File: src/rtl/pkt_power_tagger_if.sv
// Stream bundle between the upstream packet source, the power tagger and the
// bypass FIFO write port. The tagger uses the slave view.
interface pkt_power_tagger_if #(
  parameter int WIDTH = 128
) ();
  logic             in_valid;
  logic [WIDTH-1:0] in_data;
  logic             in_sop;
  logic             in_eop;
  logic             in_ready;
  logic             out_valid;
  logic [WIDTH-1:0] out_data;
  logic             out_power;
  logic             out_ready;

  modport slave (
    input  in_valid, in_data, in_sop, in_eop, out_ready,
    output in_ready, out_valid, out_data, out_power
  );

  modport master (
    output in_valid, in_data, in_sop, in_eop, out_ready,
    input  in_ready, out_valid, out_data, out_power
  );
endinterface

File: src/rtl/pkt_power_tagger.sv
// Packet filter in front of the bypass FIFO: one registered valid/ready slice
// that tags each beat with a keep/skip power flag and counts drops and errors.
module pkt_power_tagger #(
  parameter int WIDTH     = 128,
  parameter int ID_WD     = 4,
  parameter int MAX_BEATS = 16,
  parameter int CNT_WD    = 16
) (
  input  logic                  clk,
  input  logic                  rst_n,
  pkt_power_tagger_if.slave     bus,
  input  logic [2**ID_WD-1:0]   drop_mask,
  output logic [CNT_WD-1:0]     drop_cnt,
  output logic [CNT_WD-1:0]     err_cnt
);

  localparam int BC_WD = $clog2(MAX_BEATS + 2);
  localparam logic [BC_WD-1:0]  MAX_C    = BC_WD'(MAX_BEATS);
  localparam logic [BC_WD-1:0]  ONE_C    = BC_WD'(1'b1);
  localparam logic [BC_WD-1:0]  CAP_C    = MAX_C + ONE_C;
  localparam logic [CNT_WD-1:0] CNT_ONE  = CNT_WD'(1'b1);
  localparam logic [CNT_WD-1:0] CNT_MAX  = {CNT_WD{1'b1}};

  typedef enum logic [1:0] {
    ST_IDLE  = 2'd0,
    ST_PKT   = 2'd1,
    ST_TRUNC = 2'd2
  } state_t;

  state_t             r_state;
  logic [BC_WD-1:0]   r_beat_cnt;
  logic               r_pkt_pow;
  logic               r_out_valid;
  logic [WIDTH-1:0]   r_out_data;
  logic               r_out_power;
  logic [CNT_WD-1:0]  r_drop_cnt;
  logic [CNT_WD-1:0]  r_err_cnt;

  logic               w_in_ready;
  logic               w_in_hs;
  logic               w_lookup_pow;
  logic [BC_WD-1:0]   w_cnt_inc;
  logic               w_over;
  logic               w_tag;
  logic               w_err_inc;
  logic               w_drop_inc;
  state_t             w_state_nxt;
  logic [BC_WD-1:0]   w_cnt_nxt;
  logic               w_pow_nxt;

  function automatic logic [CNT_WD-1:0] sat_inc(input logic [CNT_WD-1:0] v,
                                                input logic en);
    if (en && (v != CNT_MAX)) begin
      return v + CNT_ONE;
    end else begin
      return v;
    end
  endfunction

  // Ready depends only on the slice occupancy and out_ready, never on in_valid.
  assign w_in_ready   = ~r_out_valid | bus.out_ready;
  assign w_in_hs      = bus.in_valid & w_in_ready;
  assign w_lookup_pow = ~drop_mask[bus.in_data[ID_WD-1:0]];
  assign w_cnt_inc    = (r_beat_cnt >= CAP_C) ? CAP_C : (r_beat_cnt + ONE_C);
  assign w_over       = (w_cnt_inc > MAX_C);

  // Per-beat decode: power tag, counter events and next packet state.
  always_comb begin
    w_tag       = 1'b0;
    w_err_inc   = 1'b0;
    w_drop_inc  = 1'b0;
    w_state_nxt = r_state;
    w_cnt_nxt   = r_beat_cnt;
    w_pow_nxt   = r_pkt_pow;
    if (w_in_hs) begin
      if (bus.in_sop) begin
        // Any sop restarts a packet; outside IDLE the previous one lacked eop.
        w_pow_nxt   = w_lookup_pow;
        w_cnt_nxt   = ONE_C;
        w_tag       = w_lookup_pow;
        w_drop_inc  = ~w_lookup_pow;
        w_err_inc   = (r_state != ST_IDLE);
        w_state_nxt = bus.in_eop ? ST_IDLE : ST_PKT;
      end else begin
        case (r_state)
          ST_IDLE: begin
            w_err_inc = 1'b1;
          end
          ST_PKT: begin
            w_cnt_nxt = w_cnt_inc;
            if (w_over) begin
              w_err_inc   = 1'b1;
              w_state_nxt = bus.in_eop ? ST_IDLE : ST_TRUNC;
            end else begin
              w_tag       = r_pkt_pow;
              w_state_nxt = bus.in_eop ? ST_IDLE : ST_PKT;
            end
          end
          ST_TRUNC: begin
            w_state_nxt = bus.in_eop ? ST_IDLE : ST_TRUNC;
          end
          default: begin
            w_state_nxt = ST_IDLE;
          end
        endcase
      end
    end else begin
      w_tag = 1'b0;
    end
  end

  // Packet FSM and per-packet context.
  always_ff @(posedge clk or negedge rst_n) begin
    if (!rst_n) begin
      r_state    <= ST_IDLE;
      r_beat_cnt <= '0;
      r_pkt_pow  <= 1'b0;
    end else begin
      r_state    <= w_state_nxt;
      r_beat_cnt <= w_cnt_nxt;
      r_pkt_pow  <= w_pow_nxt;
    end
  end

  // Output slice: loads on input handshake, empties when drained without refill.
  always_ff @(posedge clk or negedge rst_n) begin
    if (!rst_n) begin
      r_out_valid <= 1'b0;
      r_out_data  <= '0;
      r_out_power <= 1'b0;
    end else if (w_in_hs) begin
      r_out_valid <= 1'b1;
      r_out_data  <= bus.in_data;
      r_out_power <= w_tag;
    end else if (r_out_valid && bus.out_ready) begin
      r_out_valid <= 1'b0;
    end
  end

  // Saturating statistics.
  always_ff @(posedge clk or negedge rst_n) begin
    if (!rst_n) begin
      r_drop_cnt <= '0;
      r_err_cnt  <= '0;
    end else begin
      r_drop_cnt <= sat_inc(r_drop_cnt, w_drop_inc);
      r_err_cnt  <= sat_inc(r_err_cnt, w_err_inc);
    end
  end

  assign bus.in_ready  = w_in_ready;
  assign bus.out_valid = r_out_valid;
  assign bus.out_data  = r_out_data;
  assign bus.out_power = r_out_power;
  assign drop_cnt      = r_drop_cnt;
  assign err_cnt       = r_err_cnt;

endmodule
File: src/flat_wrapper.sv
// flat-port wrapper written by rule: the top's interface ports become plain ports
module pkt_power_tagger_flat 
#(
  parameter int WIDTH     = 128,
  parameter int ID_WD     = 4,
  parameter int MAX_BEATS = 16,
  parameter int CNT_WD    = 16
)
  (clk, rst_n, drop_mask, drop_cnt, err_cnt, bus_in_valid, bus_in_data, bus_in_sop, bus_in_eop, bus_out_ready, bus_in_ready, bus_out_valid, bus_out_data, bus_out_power);
  pkt_power_tagger_if #(.WIDTH(WIDTH)) bus_i ();
  input  logic clk;
  input  logic rst_n;
  input  logic [2**ID_WD-1:0] drop_mask;
  output logic [CNT_WD-1:0] drop_cnt;
  output logic [CNT_WD-1:0] err_cnt;
  input wire logic [$bits(bus_i.in_valid)-1:0] bus_in_valid;
  input wire logic [$bits(bus_i.in_data)-1:0] bus_in_data;
  input wire logic [$bits(bus_i.in_sop)-1:0] bus_in_sop;
  input wire logic [$bits(bus_i.in_eop)-1:0] bus_in_eop;
  input wire logic [$bits(bus_i.out_ready)-1:0] bus_out_ready;
  output wire logic [$bits(bus_i.in_ready)-1:0] bus_in_ready;
  output wire logic [$bits(bus_i.out_valid)-1:0] bus_out_valid;
  output wire logic [$bits(bus_i.out_data)-1:0] bus_out_data;
  output wire logic [$bits(bus_i.out_power)-1:0] bus_out_power;
  assign bus_i.in_valid = bus_in_valid;
  assign bus_i.in_data = bus_in_data;
  assign bus_i.in_sop = bus_in_sop;
  assign bus_i.in_eop = bus_in_eop;
  assign bus_i.out_ready = bus_out_ready;
  assign bus_in_ready = bus_i.in_ready;
  assign bus_out_valid = bus_i.out_valid;
  assign bus_out_data = bus_i.out_data;
  assign bus_out_power = bus_i.out_power;
  pkt_power_tagger #(.WIDTH(WIDTH), .ID_WD(ID_WD), .MAX_BEATS(MAX_BEATS), .CNT_WD(CNT_WD)) u_core (.clk(clk), .rst_n(rst_n), .bus(bus_i), .drop_mask(drop_mask), .drop_cnt(drop_cnt), .err_cnt(err_cnt));
endmodule
File: config.mk
export PLATFORM = sky130hd
export DESIGN_NAME = pkt_power_tagger_flat
export DESIGN_NICKNAME = d
export VERILOG_FILES = /design/src/rtl/pkt_power_tagger_if.sv /design/src/rtl/pkt_power_tagger.sv /design/src/flat_wrapper.sv
export SDC_FILE = /design/constraint.sdc
export NUM_CORES = 1
export LEC_CHECK = 0
export ABC_AREA = 1
export ABC_CLOCK_PERIOD_IN_PS = 2150
export BUFFER_PORTS_ARGS = -buffer_cell sky130_fd_sc_hd__buf_2
export CORE_ASPECT_RATIO = 1.1
export CORE_UTILIZATION = 48
export CTS_CLUSTER_DIAMETER = 100
export CTS_CLUSTER_SIZE = 16
export DETAILED_ROUTE_END_ITERATION = 10
export GPL_TIMING_DRIVEN = 1
export PLACE_DENSITY = 0.81
export SETUP_SLACK_MARGIN = 0.5
export SYNTH_ARGS = -nofsm -noshare
export SYNTH_HDL_FRONTEND = slang
export SYNTH_SLANG_ARGS = --single-unit
File: constraint.sdc
create_clock -name clk -period 2.15 [get_ports clk]
set_input_delay 0.215 -clock clk [delete_from_list [all_inputs] [get_ports clk]]
set_output_delay 0.215 -clock clk [all_outputs]
set_load 0.02 [all_outputs]
# Word-level counts from Yosys, hierarchy flattened
# Index checks and enable logic that the tools add are counted.
[totals]
regBits = 170
in_bits = 150
output_inout_bits = 163
elab_cells = 54
[op_classes]
n_addsub = 3
magnitude_cmp = 3
n_eq_ne = 5
mux = 21
n_bitwise = 4
reduce_logical = 10
[ops]
columns = ["operator", "count"]
rows = [
  ["$add A16 B1 Y16 const B", 2],
  ["$ne A16 B16 Y1 const B", 2],
  ["$mux W5", 3],
  ["$mux W1", 12],
  ["$mux W2", 3],
  ["$pmux W2 S3", 1],
  ["$reduce_and A2 Y1", 3],
  ["$reduce_bool A2 Y1", 3],
  ["$add A5 B1 Y5 const B", 1],
  ["$ge A5 B5 Y1 const B", 1],
  ["$gt A5 B5 Y1 const B", 1],
  ["$lt A4 B5 Y1 const B", 1],
  ["$bmux W1 S4", 1],
  ["$logic_and A1 B1 Y1", 3],
  ["$eq A2 B1 Y1 const B", 1],
  ["$eq A2 B2 Y1 const B", 1],
  ["$logic_not A2 Y1", 1],
  ["$ne A2 B2 Y1 const B", 1],
  ["$not A1 Y1", 2],
  ["$pmux W1 S2", 1],
  ["$and A1 B1 Y1", 1],
  ["$or A1 B1 Y1", 1],
]

# Depth between registers and ports, before layout
# Gate-level depths: netlist of run 1.
[logic_depth]
depth_word = 8
ltp_mapped = 13
mapped_depth_nobuf = 12

# Least setup slack after synthesis of run 1
# No wires, ideal clock.
[synth_path]
path_kind = "register to register"
start = "register u_core.r_drop_cnt[0], in the netlist u_core.drop_cnt[0]"
end = "register u_core.r_drop_cnt[10], in the netlist u_core.drop_cnt[10]"
setup_ns = 0.074
arrival_time_ns = 1.761
required_ns = 2.076
path_slack_ns = 0.314
path_stages_with_launch = 12
n_path_buf = 2
period_less_slack_ns = 1.836
path_cell_list = "dfrtp_1 -> ha_1 -> nand3_2 -> nor3_4 -> nand2_2 -> nor2_2 -> nand2_1 -> nand3_2 -> buf_6 -> buf_12 -> nand2_2 -> o21ai_2"
[synth_between]
elab_chain_len = 2
word_cells_on_any_way = 3
cone_classes = "add/sub (1); eq/ne (1); reduce/logical (1)"
[synth_lines]
columns = ["element", "line", "source"]
rows = [
  ["from (decl)", "pkt_power_tagger.sv:36", "logic [CNT_WD-1:0] r_drop_cnt;"],
  ["from (signal assigned)", "pkt_power_tagger.sv:146", "r_drop_cnt <= sat_inc(r_drop_cnt, w_drop_inc);"],
  ["parallel branches: the longest is 2 deep, another holds $add A16 B1 Y16", "n/a", ""],
]
# Several ways; the timed one is not identified.
# A chain may end at the register's enable or synchronous reset.

# Worst setup path after layout of run 1
[layout_path]
start = "register u_core.r_beat_cnt[0]"
end = "register u_core.r_err_cnt[15], in the netlist u_core.err_cnt[15]"
[layout_between]
elab_chain_len = 8
word_cells_on_any_way = 9
cone_classes = "add/sub (1); order compare (2); mux (5); reduce/logical (1)"
[layout_lines]
columns = ["element", "line", "source"]
rows = [
  ["from (decl)", "pkt_power_tagger.sv:31", "logic [BC_WD-1:0] r_beat_cnt;"],
  ["from (signal assigned)", "pkt_power_tagger.sv:120", "r_beat_cnt <= w_cnt_nxt;"],
  ["$add A5 B1 Y5 or $ge A5 B5 Y1 (tied branches)", "pkt_power_tagger.sv:64", "assign w_cnt_inc = (r_beat_cnt >= CAP_C) ? CAP_C : (r_beat_cnt + ONE_C);"],
  ["$mux W5 *", "pkt_power_tagger.sv:64", ""],
  ["$gt A5 B5 Y1 *", "pkt_power_tagger.sv:65", "assign w_over = (w_cnt_inc > MAX_C);"],
  ["$mux W1 *", "pkt_power_tagger.sv:91", "if (w_over) begin"],
  ["$pmux W1 S2 *", "pkt_power_tagger.sv:85", "case (r_state)"],
  ["$mux W1 *", "pkt_power_tagger.sv:76", "if (bus.in_sop) begin"],
  ["$mux W1 *", "pkt_power_tagger.sv:75", "if (w_in_hs) begin"],
  ["$logic_and A1 B1 Y1 *", "pkt_power_tagger.sv:53", "if (en && (v != CNT_MAX)) begin"],
  ["to (signal assigned)", "pkt_power_tagger.sv:147", "r_err_cnt <= sat_inc(r_err_cnt, w_err_inc);"],
  ["to (decl)", "pkt_power_tagger.sv:37", "logic [CNT_WD-1:0] r_err_cnt;"],
]
# Every way passes the cells marked *; elsewhere a longest branch is shown, timed or not.

==> impl_metrics.ini, run 1 <==
[pwr]
cellInternalPower_mw = 6.538
power.density_cell_area_nw_per_um2 = 850.4
peakVddDrop_mv = 0.6073
swShare_pct = 34.11
p_switching_mw = 3.384
combPwrFrac_pct = 27.0
pwr-share-clk_pct = 32.5
cellLeakagePower_nw = 6.324
seqPwrFrac_pct = 40.5

[global_route]
grt_usage_pct = 33.17
pin_count_of_the_biggest_net_entering_global_routing = 90
grt_antenna_before_repair = 1
grt_overflow = 0
grt_pass1_wl_mm = 41.43
via_count_of_the_first_global_routing_pass = 8258

[sta]
final.min_clock_period_ns = 1.843
fin_crit_sh_pct = 85.70
relSlewSlack_pct = 62.90
setup_total_negative_slack_ns = 0
fmax_mhz = 542.7
finalHoldWorstSlack_ns = 0.01255
grt_setup_unrepaired = true
max_slew.worst_pin.slew_ns = 0.5564
final.setup_skew_ns = 0.009792
postLayoutSetupSlackWorst_ns = 0.3074
setup_violations = 0
hold_violations = 0
slew_viol_final = 0

[die]
chipWidth_um = 121.7
start_util_pct = 49.69
core_um2 = 15230
top_level_pins = 313
floorplan.die_area_um2 = 16270
chipHeight_um = 133.7
fp-row-count = 47

[finish]
drive_above_1_share_pct = 32.07
finalCoreUtilization_pct = 76.60
area_delta_synth_final_pct = 54.16
nFillCells = 916
final_net_count = 1519
finish.instance_area_um2 = 11670

[logic_synthesis]
async_reset_ff_share_pct = 100.0
synth.net_count = 1069
synth_adder_area_share_pct = 1.157
netlist-cell-type-count = 30
synth_cells = 912
synth_top_family_by_area = simple AND/OR/NAND/NOR gates
syn_area_per_cell_um2 = 8.299
synth_register_bits = 170
yosys_warnings = 0
synthMuxAreaShare_pct = 0
synth-compound-area-share_pct = 3.587
syn-cell-area_um2 = 7569
synth_edf_count = 0
parity_gate_share_of_the_synthesized_area_counting_xor_and_xnor_cells_pct = 3.009
seq_area_frac_synth_pct = 56.21
synth_top_flop_cell = sky130_fd_sc_hd__dfrtp_1
post_synth_and_or_nand_nor_area_fraction_pct = 30.62

[worst_setup_path]
cpPeakStageDelay_ns = 0.49
critical-path-top-delay-family = simple AND/OR/NAND/NOR gates
worstPathCellList = ha_4, nor2_4, nand3_2, a21oi_2, nand2_1, nand3_2, nand3_4, buf_12, nand4_1, nand2_1
worstPathBufferInverterCount = 1
timing.critical_path.from_type = flop
timing.critical_path.to_type = flop
critical_path.slowest_cell = sky130_fd_sc_hd__dfrtp_2
cp.arrival_ns = 2.15
critical_path_required_ns = 2.46
critical_path_class = flop to flop
worst-path-max-fanout = 6

[drt]
drt.antenna.violating_nets = 0
routed_via_density = 5.209
detail_route.wl_per_cell_um = 17.05
wl_mm = 26.80
route.detailed.drc = 0
route.vias.total = 8189
drt_first_pass_iters = 7
drtIter0Drc = 704

[placed_design]
dpl_cell_area_um2 = 9417
hpwl_mm = 14.66
buffer_ports.inserted = 312
post-place-ws_ns = 0.2599
gp_routability_congestion = 0.9021

[clocking]
insertion_delay_ns = 0.43
worst_setup_hold_path_clk_slew_ns = 0.07
clock-sinks = 170
tritoncts_clock_tree = built
cts_max_level = 4
total_clock_buffers_created_by_cts = 17
clock_tree.root_cell = sky130_fd_sc_hd__clkbuf_16
cts_buffer_depth = 2

[min_path]
hp-class = input port to flop

[job]
count_of_maximum_capacitance_violations = 0

[outcome]
outcome = complete, no violations
[worst register-to-register path, stage by stage (launching register included)]
cell	delay (ns)
sky130_fd_sc_hd__dfrtp_2	0.49
sky130_fd_sc_hd__ha_4	0.20
sky130_fd_sc_hd__nor2_4	0.08
sky130_fd_sc_hd__nand3_2	0.08
sky130_fd_sc_hd__a21oi_2	0.17
sky130_fd_sc_hd__nand2_1	0.10
sky130_fd_sc_hd__nand3_2	0.10
sky130_fd_sc_hd__nand3_4	0.16
sky130_fd_sc_hd__buf_12	0.19
sky130_fd_sc_hd__nand4_1	0.09
sky130_fd_sc_hd__nand2_1	0.08
[sequential cells by signal, indices dropped and copies added, names as in the netlist]
name and cells:
u_core.bus.out_data 128, u_core.drop_cnt 16, u_core.err_cnt 16, u_core.r_beat_cnt 5
u_core.r_state 2, u_core.bus.out_power 1, u_core.bus.out_valid 1, u_core.r_pkt_pow 1
[cell families (layout without fill, tap and decap cells)]
kind of cell	count (synthesis)	in the layout
other	0	1
AOI/OAI and AO/OA	42	42
DFF	170	170
and+or+nand+nor	571	572
xor gates and xnor gates	26	26
adders and majority gates	7	7
buffers and inverters	96	558
[per-stage QoR]
stage	power [mW]	std cells
after floorplan	5.296	912
after global placement	6.126	1394
after detailed placement	6.187	1394
after CTS	9.657	1561
after global routing	10.31	1572
final	9.922	1572
[path summary, 6_finish.rpt]
kind	slack [ns]	cells after the start	start	endpoint
setup / recovery	0.31	10	u_core.r_beat_cnt[0]$_DFFE_PN0P_	u_core.err_cnt[15]$_DFFE_PN0P_
hold / removal	0.01	3	bus_in_data[10]	u_core.bus.out_data[10]$_DFFE_PN0P_
setup reg to reg	0.31	10	u_core.r_beat_cnt[0]$_DFFE_PN0P_	u_core.err_cnt[15]$_DFFE_PN0P_
min in group asynchronous	0.33	2	rst_n	u_core.bus.out_data[28]$_DFFE_PN0P_
hold reg to reg	0.48	2	u_core.bus.out_data[92]$_DFFE_PN0P_	u_core.bus.out_data[92]$_DFFE_PN0P_
max in group asynchronous	1.14	3	rst_n	u_core.r_beat_cnt[0]$_DFFE_PN0P_
[cell usage in the layout, fill, tap and decap left out, drive strengths merged, types with 16 or more instances in the layout]
master       count
buf            343
clkbuf          20
dfrtp          170
dlygate4sd3    123
inv             65
nand2          480
nand3           31
nand4           22
nor2            29
o21ai           26
xor2            16
[power groups by stage]
| stage | Combinational [mW] | Clock [mW] | Sequential, mW |
|---|---|---|---|
| after floorplan | 0.797 | 0 | 4.50 |
| after global placement | 2.14 | 0 | 3.99 |
| after detailed placement | 2.19 | 0 | 4.00 |
| after CTS | 2.45 | 3.25 | 3.96 |
| after global routing | 2.87 | 3.38 | 4.06 |
| final | 2.68 | 3.23 | 4.01 |
[synth_stat cells, types with 2 or more instances]
| master | instances | area share (%) |
|---|---|---|
| sky130_fd_sc_hd__nand2_1 | 472 | 23 |
| sky130_fd_sc_hd__dfrtp_1 | 170 | 56 |
| sky130_fd_sc_hd__inv_1 | 57 | 2.8 |
| sky130_fd_sc_hd__nor2_1 | 26 | 1.3 |
| sky130_fd_sc_hd__clkbuf_1 | 25 | 1.2 |
| sky130_fd_sc_hd__nand3_1 | 25 | 1.7 |
| sky130_fd_sc_hd__nand4_1 | 22 | 1.8 |
| sky130_fd_sc_hd__o21ai_0 | 16 | 1.1 |
| sky130_fd_sc_hd__xor2_1 | 16 | 1.9 |
| sky130_fd_sc_hd__o21ai_2 | 10 | 1.2 |
| sky130_fd_sc_hd__xnor2_1 | 10 | 1.2 |
| sky130_fd_sc_hd__nand2_2 | 8 | 0.66 |
| sky130_fd_sc_hd__nor3_1 | 8 | 0.53 |
| sky130_fd_sc_hd__a21oi_1 | 7 | 0.46 |
| sky130_fd_sc_hd__ha_1 | 7 | 1.2 |
| sky130_fd_sc_hd__buf_2 | 5 | 0.33 |
| sky130_fd_sc_hd__nand3_2 | 5 | 0.66 |
| sky130_fd_sc_hd__o211ai_1 | 5 | 0.50 |
| sky130_fd_sc_hd__buf_6 | 3 | 0.45 |
| sky130_fd_sc_hd__nor2_2 | 3 | 0.25 |
| sky130_fd_sc_hd__buf_1 | 2 | 0.099 |
| sky130_fd_sc_hd__o32ai_1 | 2 | 0.23 |
[metal layers]
metal	global-route usage [%]	routed length, µm
met5	0	0
met4	20.10	1560
met3	6.892	1897
met2	57.51	13850
met1	37.11	9484
[what timing repair did]
item / 4_1_cts / 5_1_grt
resized for setup: 9 / 46
setup buffers: 11 / 8
hold buffers: 123 / 0
pin swaps: 12 / 12
setup endpoints to repair: 34 / 37
gates cloned: 1 / 2
endpoints found under the hold margin: 173 / 0
[layout make-up]
| cell class | count | area (µm²) | area share (%) |
|---|---|---|---|
| Antenna cell | 1 | 2.502 | 0.02145 |
| Clock buffer | 18 | 429.2 | 3.678 |
| Clock inverter | 14 | 182.7 | 1.566 |
| Inverter | 58 | 220.2 | 1.887 |
| Multi-Input combinational cell | 647 | 3146 | 26.96 |
| Sequential cell | 170 | 4262 | 36.53 |
| Tap cell | 196 | 245.2 | 2.102 |
| Timing Repair Buffer | 468 | 3181 | 27.26 |
Power figures use the tool's default switching activity.
==> run 2: changes to the inputs <==
--- a/config.mk
+++ b/config.mk
@@ -5,11 +5,10 @@
 export SDC_FILE = /design/constraint.sdc
 export NUM_CORES = 1
 export LEC_CHECK = 0
-export ABC_AREA = 1
-export ABC_CLOCK_PERIOD_IN_PS = 2150
+export ABC_AREA = 0
 export BUFFER_PORTS_ARGS = -buffer_cell sky130_fd_sc_hd__buf_2
 export CORE_ASPECT_RATIO = 1.1
-export CORE_UTILIZATION = 48
+export CORE_UTILIZATION = 47
 export CTS_CLUSTER_DIAMETER = 100
 export CTS_CLUSTER_SIZE = 16
 export DETAILED_ROUTE_END_ITERATION = 10
==> run 2 against run 1 <==
Effect of this change:
- via count is 12% lower
- largest cell class unchanged
- flip-flop and latch count stayed put
- sequential share of layout area is 2.0 points higher
- total power is 2.5% lower
- combinational power is 9.7% lower
- highest routed layer unchanged
==> impl_metrics.ini, run 2 <==
[global_route]
grt_busiest_layer = met2
met2_usage_pct = 51.64
grt_pass1_wl_mm = 35.37
grt_usage_pct = 29.44
gr-usage-met1_pct = 32.14
globalRouteMet3Util_pct = 7.292
via_count_of_the_first_global_routing_pass = 7335
grt_overflow = 0
grt_antenna_before_repair = 1
pin_count_of_the_biggest_net_entering_global_routing = 61

[sta]
final.min_clock_period_ns = 1.826
setup_violations = 0
fin_crit_sh_pct = 84.94
fmax_mhz = 547.6
hold_violations = 0
max_slew.worst_pin.slew_ns = 0.4680
setup_total_negative_slack_ns = 0
final.setup_skew_ns = 0.007615
relSlewSlack_pct = 68.52
slew_viol_final = 0
grt_setup_unrepaired = true

[job]
count_of_maximum_capacitance_violations = 0

[logic_synthesis]
synth.top_cells.by_count = sky130_fd_sc_hd__nand2_1, sky130_fd_sc_hd__dfrtp_1, sky130_fd_sc_hd__xnor2_1
syn-cell-area_um2 = 7101
async_reset_ff_share_pct = 100.0
netlist-cell-type-count = 41
synth_edf_count = 0
area_contributors_post_synth = sky130_fd_sc_hd__dfrtp_1, sky130_fd_sc_hd__nand2_1, sky130_fd_sc_hd__xnor2_1
synth_top_flop_cell = sky130_fd_sc_hd__dfrtp_1
yosysTopAreaCellShare_pct = 59.91
synth_cells = 765
syn_area_per_cell_um2 = 9.282
yosys_warnings = 0
synth.net_count = 922
yosysTopAreaCell = sky130_fd_sc_hd__dfrtp_1
seq_area_frac_synth_pct = 59.91
yosysMostFrequentCell = sky130_fd_sc_hd__nand2_1
synth_register_bits = 170

[worst_setup_path]
critical_path_class = flop to flop
timing.critical_path.from_type = flop
critical_path_required_ns = 2.45
timing.critical_path.to_type = flop
worst-path-max-fanout = 12
cp.arrival_ns = 2.13

[finish]
nFillCells = 927
layout_common_cells = sky130_fd_sc_hd__nand2_1, sky130_fd_sc_hd__buf_2, sky130_fd_sc_hd__dfrtp_1
final_common_cell = sky130_fd_sc_hd__nand2_1
final_net_count = 1362
finish.instance_area_um2 = 11050
largest_reg_flops = 128
area_delta_synth_final_pct = 55.56
drive_above_1_share_pct = 33.58

[drt]
drt.antenna.violating_nets = 0
route.vias.total = 7194
wl_mm = 23.03
route.detailed.drc = 0
detail_route.wl_per_cell_um = 16.32
drtIter0Drc = 485
drt_first_pass_iters = 5
routed_via_density = 5.099

[clocking]
cts_max_level = 4
clock_tree.root_cell = sky130_fd_sc_hd__clkbuf_16
insertion_delay_ns = 0.42
clock-sinks = 170
cts_buffer_depth = 2
total_clock_buffers_created_by_cts = 17
worst_setup_hold_path_clk_slew_ns = 0.07
tritoncts_clock_tree = built

[pwr]
power.density_cell_area_nw_per_um2 = 876.1
peakVddDrop_mv = 0.6365
cellLeakagePower_nw = 5.988

[min_path]
hp-class = input port to flop

[placed_design]
gp_routability_congestion = 0.8188
hpwl_mm = 13.10
dpl_cell_area_um2 = 8997
buffer_ports.inserted = 312

[die]
floorplan.die_area_um2 = 15600
fp-row-count = 46
top_level_pins = 313
chipWidth_um = 119.2
core_um2 = 14560
start_util_pct = 48.76
chipHeight_um = 130.9

[outcome]
outcome = complete, no violations
-- run 2: cell types whose count changed after synthesis, sizes merged, moves of 9 or more --
| cell | before | now |
|---|---|---|
| o21ai | 26 | 7 |
| inv | 58 | 7 |
| nor3 | 10 | 1 |
| and3 | 0 | 13 |
| xnor2 | 10 | 28 |
| xor2 | 16 | 2 |
| nand2 | 480 | 398 |
| nor2 | 29 | 7 |
| nand4 | 22 | 10 |
-- run 2: path summary, 6_finish.rpt --
kind / cells past startpoint / startpoint / slack, ns / end
max in group asynchronous: 3 / rst_n / 1.20 / u_core.err_cnt[3]$_DFFE_PN0P_
min in group asynchronous: 2 / rst_n / 0.28 / u_core.bus.out_data[65]$_DFFE_PN0P_
hold / removal: 3 / bus_in_data[99] / 0.02 / u_core.bus.out_data[99]$_DFFE_PN0P_
setup / recovery: 7 / u_core.err_cnt[0]$_DFFE_PN0P_ / 0.32 / u_core.err_cnt[15]$_DFFE_PN0P_
setup reg to reg: 7 / u_core.err_cnt[0]$_DFFE_PN0P_ / 0.32 / u_core.err_cnt[15]$_DFFE_PN0P_
hold reg to reg: 2 / u_core.bus.out_data[39]$_DFFE_PN0P_ / 0.47 / u_core.bus.out_data[39]$_DFFE_PN0P_
-- run 2: final cells by class --
| class | instances | area, µm² | area share [%] |
|---|---|---|---|
| flip-flops and latches | 170 | 4258 | 38.55 |
| repair buffers | 458 | 3055 | 27.66 |
| multi-input cells | 551 | 2830 | 25.62 |
| clock buffers | 18 | 439.2 | 3.976 |
| well taps | 192 | 240.2 | 2.175 |
| clock inverters | 14 | 193.9 | 1.756 |
| inverters | 7 | 26.28 | 0.2379 |
| diodes | 1 | 2.502 | 0.02266 |
-- run 2: timing repair --
| item | in CTS | in global routing |
|---|---|---|
| hold endpoints to repair | 157 | 0 |
| cloned | 0 | 0 |
| gates resized for setup | 12 | 13 |
| setup buffers | 6 | 4 |
| endpoints found under the setup margin | 30 | 33 |
| hold buffers | 122 | 0 |
| pin swaps | 3 | 18 |
-- run 2: kinds of logic after synthesis --
| logic type | after synthesis | share of synthesized area [%] |
|---|---|---|
| AND/OR/NAND/NOR | 474 | 27.63 |
| flip-flops | 170 | 59.91 |
| buffers and inverters | 44 | 2.643 |
| XOR/XNOR | 30 | 3.701 |
| AO/OA/AOI/OAI | 28 | 2.731 |
| multiplexers | 12 | 2.150 |
| adder cells (fa/ha/maj) | 7 | 1.233 |
-- run 2: power breakdown --
group / internal (mW) / leakage [nW] / switching (mW) / total [mW]
sequential: 3.65 / 2.12 / 0.341 / 3.99
combinational: 0.974 / 3.56 / 1.45 / 2.42
clock: 1.98 / 0.307 / 1.28 / 3.27
total: 6.61 / 5.99 / 3.07 / 9.68
-- run 2: routing by layer --
metal	up-vias	part of all wire, %
met2	389	51
met1	3391	36
li1	3319	-
met5	-	0
met4	0	5.2
met3	95	7.4
-- run 2: through the flow --
| stage | setup slack [ns] | util (%) | hold WS, ns | power [mW] | cells |
|---|---|---|---|---|---|
| floorplan | 0.3552 | - | -0.08059 | 5.203 | 765 |
| global route | 0.2129 | 75.85 | 0.01691 | 10.10 | 1411 |
| global placement | 0.1407 | 61.79 | 0.1511 | 6.022 | 1246 |
| finish | 0.3238 | 75.85 | 0.02448 | 9.677 | 1411 |
| detailed placement | 0.1093 | 61.79 | 0.1542 | 6.085 | 1246 |
| CTS | 0.2835 | 75.21 | 0.0003163 | 9.614 | 1406 |
-- run 2: critical path, stage by stage (launching register included) --
cell and delay [ns]:
sky130_fd_sc_hd__dfrtp_1 0.44, sky130_fd_sc_hd__ha_1 0.26, sky130_fd_sc_hd__nand2_1 0.15, sky130_fd_sc_hd__nor4_2 0.06, sky130_fd_sc_hd__a31oi_2 0.24, sky130_fd_sc_hd__buf_4 0.25
sky130_fd_sc_hd__nand4_1 0.14, sky130_fd_sc_hd__xnor2_1 0.16
